--- config.mk ---
export PLATFORM = sky130hd
export DESIGN_NAME = mem_wb_stage
export DESIGN_NICKNAME = d
export VERILOG_FILES = /design/src/rtl/mem_wb_stage.sv
export SDC_FILE = /design/constraint.sdc
export NUM_CORES = 1
export LEC_CHECK = 0
export CELL_PAD_IN_SITES_DETAIL_PLACEMENT = 2
export CELL_PAD_IN_SITES_GLOBAL_PLACEMENT = 2
export CORE_UTILIZATION = 25
export DETAILED_ROUTE_END_ITERATION = 10
export GPL_ROUTABILITY_DRIVEN = 0
export PLACE_DENSITY = 0.79
export SLEW_MARGIN = 0
export SYNTH_ARGS = -nofsm -noshare
export SYNTH_HDL_FRONTEND = slang
export SYNTH_SLANG_ARGS = --single-unit
--- constraint.sdc ---
create_clock -name clk -period 2.9 [get_ports clk]
set_input_delay 0.58 -clock clk [delete_from_list [all_inputs] [get_ports clk]]
set_output_delay 0.58 -clock clk [all_outputs]
set_load 0.005 [all_outputs]
--- src/rtl/mem_wb_stage.sv ---
// Memory/writeback stage of the 16-bit pipeline.
// ALU results are written back one cycle after acceptance. Loads and stores
// go out over a req/gnt/rvalid memory handshake, and upstream is stalled
// while the access is in flight.
//
// Handshake: a request is held (o_1_mem_req=1, address/we/wdata stable) from
// the cycle after acceptance until the first rising edge that samples
// i_1_mem_gnt=1. A read then completes on the first edge that samples
// i_1_mem_rvalid=1, which may be the grant edge itself. An rvalid seen
// before the grant is ignored. If the access has not completed after
// TIMEOUT_CYC cycles it is abandoned and or_1_mem_err is set and stays set.
module mem_wb_stage #(
  parameter int REG_WIDTH   = 16,
  parameter int TIMEOUT_CYC = 255
) (
  input  logic                 clk,
  input  logic                 rst,
  input  logic                 i_1_valid,
  input  logic [REG_WIDTH-1:0] i_R_alu_result,
  input  logic [REG_WIDTH-1:0] i_R_store_data,
  input  logic [REG_WIDTH-1:0] i_R_pcplus,
  input  logic [3:0]           i_4_reg_wr_addr,
  input  logic                 i_1_reg_wr_en,
  input  logic                 i_1_mem_wr_en,
  input  logic                 i_1_mem2reg_sel,
  input  logic                 i_1_mem_addr_sel,
  output logic                 o_1_stall,
  output logic                 o_1_mem_req,
  output logic                 o_1_mem_we,
  output logic [REG_WIDTH-1:0] o_R_mem_addr,
  output logic [REG_WIDTH-1:0] o_R_mem_wdata,
  input  logic                 i_1_mem_gnt,
  input  logic                 i_1_mem_rvalid,
  input  logic [REG_WIDTH-1:0] i_R_mem_rdata,
  output logic [REG_WIDTH-1:0] or_R_wr_data,
  output logic [3:0]           or_4_reg_wr_addr,
  output logic                 or_1_reg_wr_en,
  output logic                 or_1_mem_err
);

  typedef enum logic [1:0] {
    IDLE = 2'd0,
    REQ  = 2'd1,
    WAIT = 2'd2
  } state_t;

  // Counter wide enough to hold TIMEOUT_CYC-1, the last cycle before abort.
  localparam int CW = $clog2(TIMEOUT_CYC + 1);
  localparam logic [CW-1:0] CNT_LAST = CW'(TIMEOUT_CYC - 1);

  state_t        state;
  state_t        state_nxt;
  logic [CW-1:0] cnt;
  logic [3:0]    cap_dest;
  logic          cap_reg_wr_en;

  logic accept;
  logic is_mem_op;
  logic in_mem;
  logic done_wr;
  logic done_rd;
  logic timeout;

  assign accept    = (state == IDLE) && i_1_valid;
  assign is_mem_op = i_1_mem_wr_en || i_1_mem2reg_sel;
  assign in_mem    = (state == REQ) || (state == WAIT);

  // A store finishes on grant. A read finishes on rvalid once granted,
  // which includes rvalid arriving together with the grant.
  assign done_wr = (state == REQ) && i_1_mem_gnt && o_1_mem_we;
  assign done_rd = ((state == REQ) && i_1_mem_gnt && i_1_mem_rvalid && !o_1_mem_we) ||
                   ((state == WAIT) && i_1_mem_rvalid);

  // Completion in the final cycle takes precedence over the abort.
  assign timeout = in_mem && !done_wr && !done_rd && (cnt == CNT_LAST);

  // Stall and request are decoded from the state register alone, so there
  // is no combinational path from the memory inputs to these outputs.
  assign o_1_stall   = (state != IDLE);
  assign o_1_mem_req = (state == REQ);

  // State register.
  always_ff @(posedge clk or posedge rst) begin
    if (rst) begin
      state <= IDLE;
    end else begin
      state <= state_nxt;
    end
  end

  // Next-state decode.
  always_comb begin
    state_nxt = state;
    case (state)
      IDLE: begin
        if (accept && is_mem_op) state_nxt = REQ;
      end
      REQ: begin
        if (done_wr || done_rd || timeout) state_nxt = IDLE;
        else if (i_1_mem_gnt)              state_nxt = WAIT;
      end
      WAIT: begin
        if (done_rd || timeout) state_nxt = IDLE;
      end
      default: state_nxt = IDLE;
    endcase
  end

  // Request capture, timeout counter, writeback port and sticky error flag.
  always_ff @(posedge clk or posedge rst) begin
    if (rst) begin
      o_1_mem_we       <= 1'b0;
      o_R_mem_addr     <= '0;
      o_R_mem_wdata    <= '0;
      cap_dest         <= '0;
      cap_reg_wr_en    <= 1'b0;
      cnt              <= '0;
      or_R_wr_data     <= '0;
      or_4_reg_wr_addr <= '0;
      or_1_reg_wr_en   <= 1'b0;
      or_1_mem_err     <= 1'b0;
    end else begin
      // Write enable is a single-cycle pulse unless set again below.
      or_1_reg_wr_en <= 1'b0;

      if (accept && !is_mem_op) begin
        or_R_wr_data     <= i_R_alu_result;
        or_4_reg_wr_addr <= i_4_reg_wr_addr;
        or_1_reg_wr_en   <= i_1_reg_wr_en;
      end

      if (accept && is_mem_op) begin
        o_R_mem_addr  <= i_1_mem_addr_sel ? i_R_pcplus : i_R_alu_result;
        o_R_mem_wdata <= i_R_store_data;
        o_1_mem_we    <= i_1_mem_wr_en;
        cap_dest      <= i_4_reg_wr_addr;
        // A store never writes back, even if mem2reg_sel is also set.
        cap_reg_wr_en <= i_1_reg_wr_en && !i_1_mem_wr_en;
        cnt           <= '0;
      end else if (in_mem) begin
        cnt <= cnt + CW'(1);
      end

      if (done_rd) begin
        or_R_wr_data     <= i_R_mem_rdata;
        or_4_reg_wr_addr <= cap_dest;
        or_1_reg_wr_en   <= cap_reg_wr_en;
      end

      if (timeout) begin
        or_1_mem_err <= 1'b1;
      end
    end
  end

endmodule

# Yosys cells after proc, flatten, opt, wreduce, memory -nomap -nowiden
# Index checks and enable logic that the tools add are counted.
# op_classes
addsub,1
eq_ne,6
muxes,14
n_reduce_logical,28
# ops
cell,n
16-bit two-way mux,3
8-bit two-way mux,2
1-bit logical AND,12
8-bit by 1-bit adder with 8-bit output (second input constant),1
8-bit equality test (second input constant),1
2-bit two-way mux,4
4-bit two-way mux,2
1-bit logical OR,6
2-bit one-hot mux with 3 select lines,1
2-bit nonzero test,3
1-bit zero test,5
2-bit by 1-bit inequality test with 1-bit output (second input constant),2
3-bit by 1-bit inequality test with 1-bit output (second input constant),1
3-bit AND reduction,1
2-bit by 1-bit equality test with 1-bit output (second input constant),1
2-bit equality test (second input constant),1
2-bit zero test,1
1-bit two-way mux,2
# word_totals
ff_bits,70
in_bits,77
output_inout_bits,57
word_cells,60

# Depth between registers and ports, before layout
# logic_depth
ltp_word,11
ltp_mapped,8
depth_no_buf,6

# Worst setup path after synthesis
# Ideal clock, no wire load.
# synth_timing
kind,register to register
startpoint,reg state[0]
endpoint,reg state[1]
setup_time_ns,0.121
arrival_ns,1.509
t_required_ns,2.779
setup_slack_ns,1.270
path_stages_with_launch,8
n_path_buf,1
synth_period_minus_slack_ns,1.630
cell_sequence,dfrtp_1 inv_1 ha_1 buf_2 nand4_1 a2111o_1 a22oi_1 o21ai_1
# synth_between
elab_chain_len,11
word_cells_on_any_way,26
classes_between,5 x eq/ne; 2 x mux; 19 x reduce/logical
# synth_rtl
element,line_no,source
from (decl),51,state_t state;
from (signal assigned),87,state <= state_nxt;
2-bit by 1-bit equality test with 1-bit output,-,
1-bit logical AND,"70, 71",
1-bit logical AND (2 in a row),71,assign done_rd = ((state == REQ) && i_1_mem_gnt && i_1_mem_rvalid && !o_1_mem_we) ||
1-bit logical OR,71,
1-bit zero test,75,assign timeout = in_mem && !done_wr && !done_rd && (cnt == CNT_LAST);
1-bit logical AND (2 in a row),75,
"1-bit logical OR, on equally long branches","99, 103",
"3-bit by 1-bit inequality test with 1-bit output (no source line), or another cell as far along",-,
3-bit AND reduction (no source line) or 2-bit one-hot mux with 3 select lines (tied branches),-,
# Several ways; a longest one is shown, not always the timed one.
# A chain may end at the register's enable or synchronous reset.

# Worst setup path after layout
# layout_timing
startpoint,reg state[0]
endpoint,out o_1_stall
# layout_between
elab_chain_len,1
# layout_rtl
element,line_no,source
2-bit nonzero test,79,assign o_1_stall = (state != IDLE);
to (decl),27,"output logic o_1_stall,"
# Every way passes these cells.

==> out/results.ini <==
[pwr]
ir_drop_mv=0.306
p_leak_nw=2.21
p_per_area_nw_per_um2=957
p_total_mw=4.83

[clocking]
clk_latency_ns=0.34
numCtsBuffers=9
cts_max_level=3
ctsResizeCount=0
path_clk_slew_ns=0.05
cts_buffer_depth=2
cts.sinks=70
cts_tree=yes
cts-hold-fix-buffers=0
post_cts_buffers=0
cts_root_buf=clkbuf_16

[synthesis]
postSynthCellCount=321
syn_avg_cell_area_um2=9.91
synth_nets=403
ys_seq_area_frac=0.551
netlist_area_um2=3180
ys_ff_latch=70
ys_types=33
ys.warnings.count=0

[drt]
drt_wl_total_um=10900
vias=2882
drc_errors=0
firstDrtPassIters=4
drt-initial-drc-count=92
wl_per_cell_um=17.4
vias_per_cell=4.60
ant_nets=0

[placement]
dp_hpwl_um=7560
place_ws_ns=0.533
place_area_um2=4710
port_buffers=133

[worst_setup_path]
critPathBufInv=3
worstSetupPathType=reg -> out
worst-path-stages=4
cp_slowest_stage_delay_ns=0.46
crit_chain=inv_1, ha_1, inv_1, clkdlybuf4s50_1
worstPathRequired_ns=2.32
crit_arrival_ns=1.75
slowest_stage=clkdlybuf4s50_1
startpoint_type=flip-flop
path_delay_family=buffers and inverters
reg2reg_depth=7
cp-end-kind=output pin
path_common_cell=inv_1
crit_path_max_fanout=8

[grt]
grt_pass1_wl_um=17400
grt_overflow=0
antenna_found_initial=0
grt_pass1_vias=3187
grt_max_degree=49
track_usage=0.176

[die]
initial_utilization=0.260
coreArea_um2=12200
rows=40
die-width_um=115
pin_count=134
fp.dieH_um=115
die-area_um2=13200

[sta]
finalWorstPathRequiredPeriod_ns=2.33
finalSetupViolations=0
fin_crit_sh=0.802
tightest_slew_ns=0.538
fmax_ghz=0.430
hold_viol=0
finalWorstSetupSlack_ns=0.573
max_slew_margin=0.640
tns_ns=0
finClkSkew_ns=0.00739
rsz0062_at_grt=no
slew_violations=0

[layout]
drive_gt1_frac=0.0590
regArea_um2=1750
fillerInstances=1315
final_common_cell=clkdlybuf4s50_1
diodes=0
final_cell_mix=clkdlybuf4s50_1, nand2_1, dfrtp_1
multiInputGateArea_um2=1320
syn2layout_area_growth_pct=58.6
nets=535
final_area_um2=5040

[worst_hold_path]
whs_path_depth=1
hold_path.class=reg -> reg

[job]
drv_cap=0

[run_status]
outcome=completed

## where the power goes
part | switching (mW) | internal, mW
logic | 0.836 | 1.07
registers | 0.263 | 1.41
clock network | 0.421 | 0.823
total | 1.52 | 3.31
## synth_stat cells
library cell | number | area share
a32o_1 | 1 | 0.0031
nand2_1 | 79 | 0.093
ha_1 | 5 | 0.020
a2111o_1 | 1 | 0.0035
clkbuf_1 | 5 | 0.0059
and3b_1 | 1 | 0.0028
o21ai_0 | 21 | 0.033
dfrtp_1 | 70 | 0.55
nor2_1 | 30 | 0.035
a21oi_1 | 23 | 0.036
or3_1 | 2 | 0.0039
or2b_1 | 1 | 0.0024
buf_4 | 1 | 0.0024
buf_6 | 2 | 0.0071
a22o_1 | 1 | 0.0028
o211a_1 | 1 | 0.0031
o21ai_1 | 2 | 0.0031
a211oi_1 | 1 | 0.0024
mux2i_1 | 36 | 0.11
nand4_2 | 1 | 0.0039
nand3b_1 | 1 | 0.0024
xor2_1 | 3 | 0.0083
xnor2_1 | 2 | 0.0055
a2bb2oi_1 | 1 | 0.0028
inv_1 | 7 | 0.0083
o211ai_2 | 1 | 0.0039
buf_2 | 10 | 0.016
nand3_1 | 5 | 0.0079
nor3_4 | 1 | 0.0051
a21o_1 | 1 | 0.0024
a22oi_1 | 1 | 0.0024
nor3_1 | 1 | 0.0016
nand4_1 | 3 | 0.0059
## worst reg2reg max path: stages (launching register included)
cell,delay (ns)
dfrtp_1,0.37
inv_1,0.10
ha_1,0.40
nand2_1,0.20
nor3_4,0.14
buf_4,0.38
mux2i_1,0.30
a21oi_1,0.12
## layout make-up
| class | instances | share of cell area |
|---|---|---|
| multi-input cells | 226 | 0.261 |
| clock inverters | 3 | 0.0129 |
| clock buffers | 13 | 0.0536 |
| inverters | 7 | 0.00521 |
| repair buffers | 139 | 0.278 |
| flip-flops and latches | 70 | 0.347 |
| well taps | 168 | 0.0417 |
## sequential cells by signal, summed over array words and instances (netlist names)
name,count
cap_dest,4
cap_reg_wr_en,1
cnt,8
o_1_mem_we,1
o_R_mem_addr,16
o_R_mem_wdata,16
or_1_mem_err,1
or_1_reg_wr_en,1
or_4_reg_wr_addr,4
or_R_wr_data,16
state,2
## cell families after synthesis
family	Yosys count	synth area share
AOI/OAI and AO/OA	55	0.0987
xor gates and xnor gates	5	0.0138
muxes	36	0.113
and+or+nand+nor	125	0.164
adders and majority gates	5	0.0197
DFF	70	0.551
buffers and inverters	25	0.0393
## routing by layer
layer	vias to the layer above	track usage	part of all wire
li1	1339	-	-
met1	1429	0.212	0.43
met2	102	0.297	0.48
met3	12	0.0543	0.079
met4	0	0.0623	0.014
met5	-	0	0
## stage by stage
stage	hold WS [ns]	std cells	util
after floorplan	0.446	321	-
after global placement	0.448	610	0.386
after detailed placement	0.456	610	0.386
after CTS	0.472	626	0.413
after global routing	0.488	626	0.413
final	0.461	626	0.413
## path summary, 6_finish.rpt
| kind | start | to | slack (ns) |
|---|---|---|---|
| setup / recovery | state[0] | o_1_stall | 0.57 |
| hold / removal | or_1_mem_err | or_1_mem_err | 0.46 |
| setup reg to reg | state[0] | or_R_wr_data[3] | 0.74 |
| hold reg to reg | or_1_mem_err | or_1_mem_err | 0.46 |
| max in group asynchronous | rst | or_1_mem_err | 1.63 |
| min in group asynchronous | rst | o_R_mem_wdata[4] | 0.61 |
Note: power is estimated with default switching activity, not from simulation.
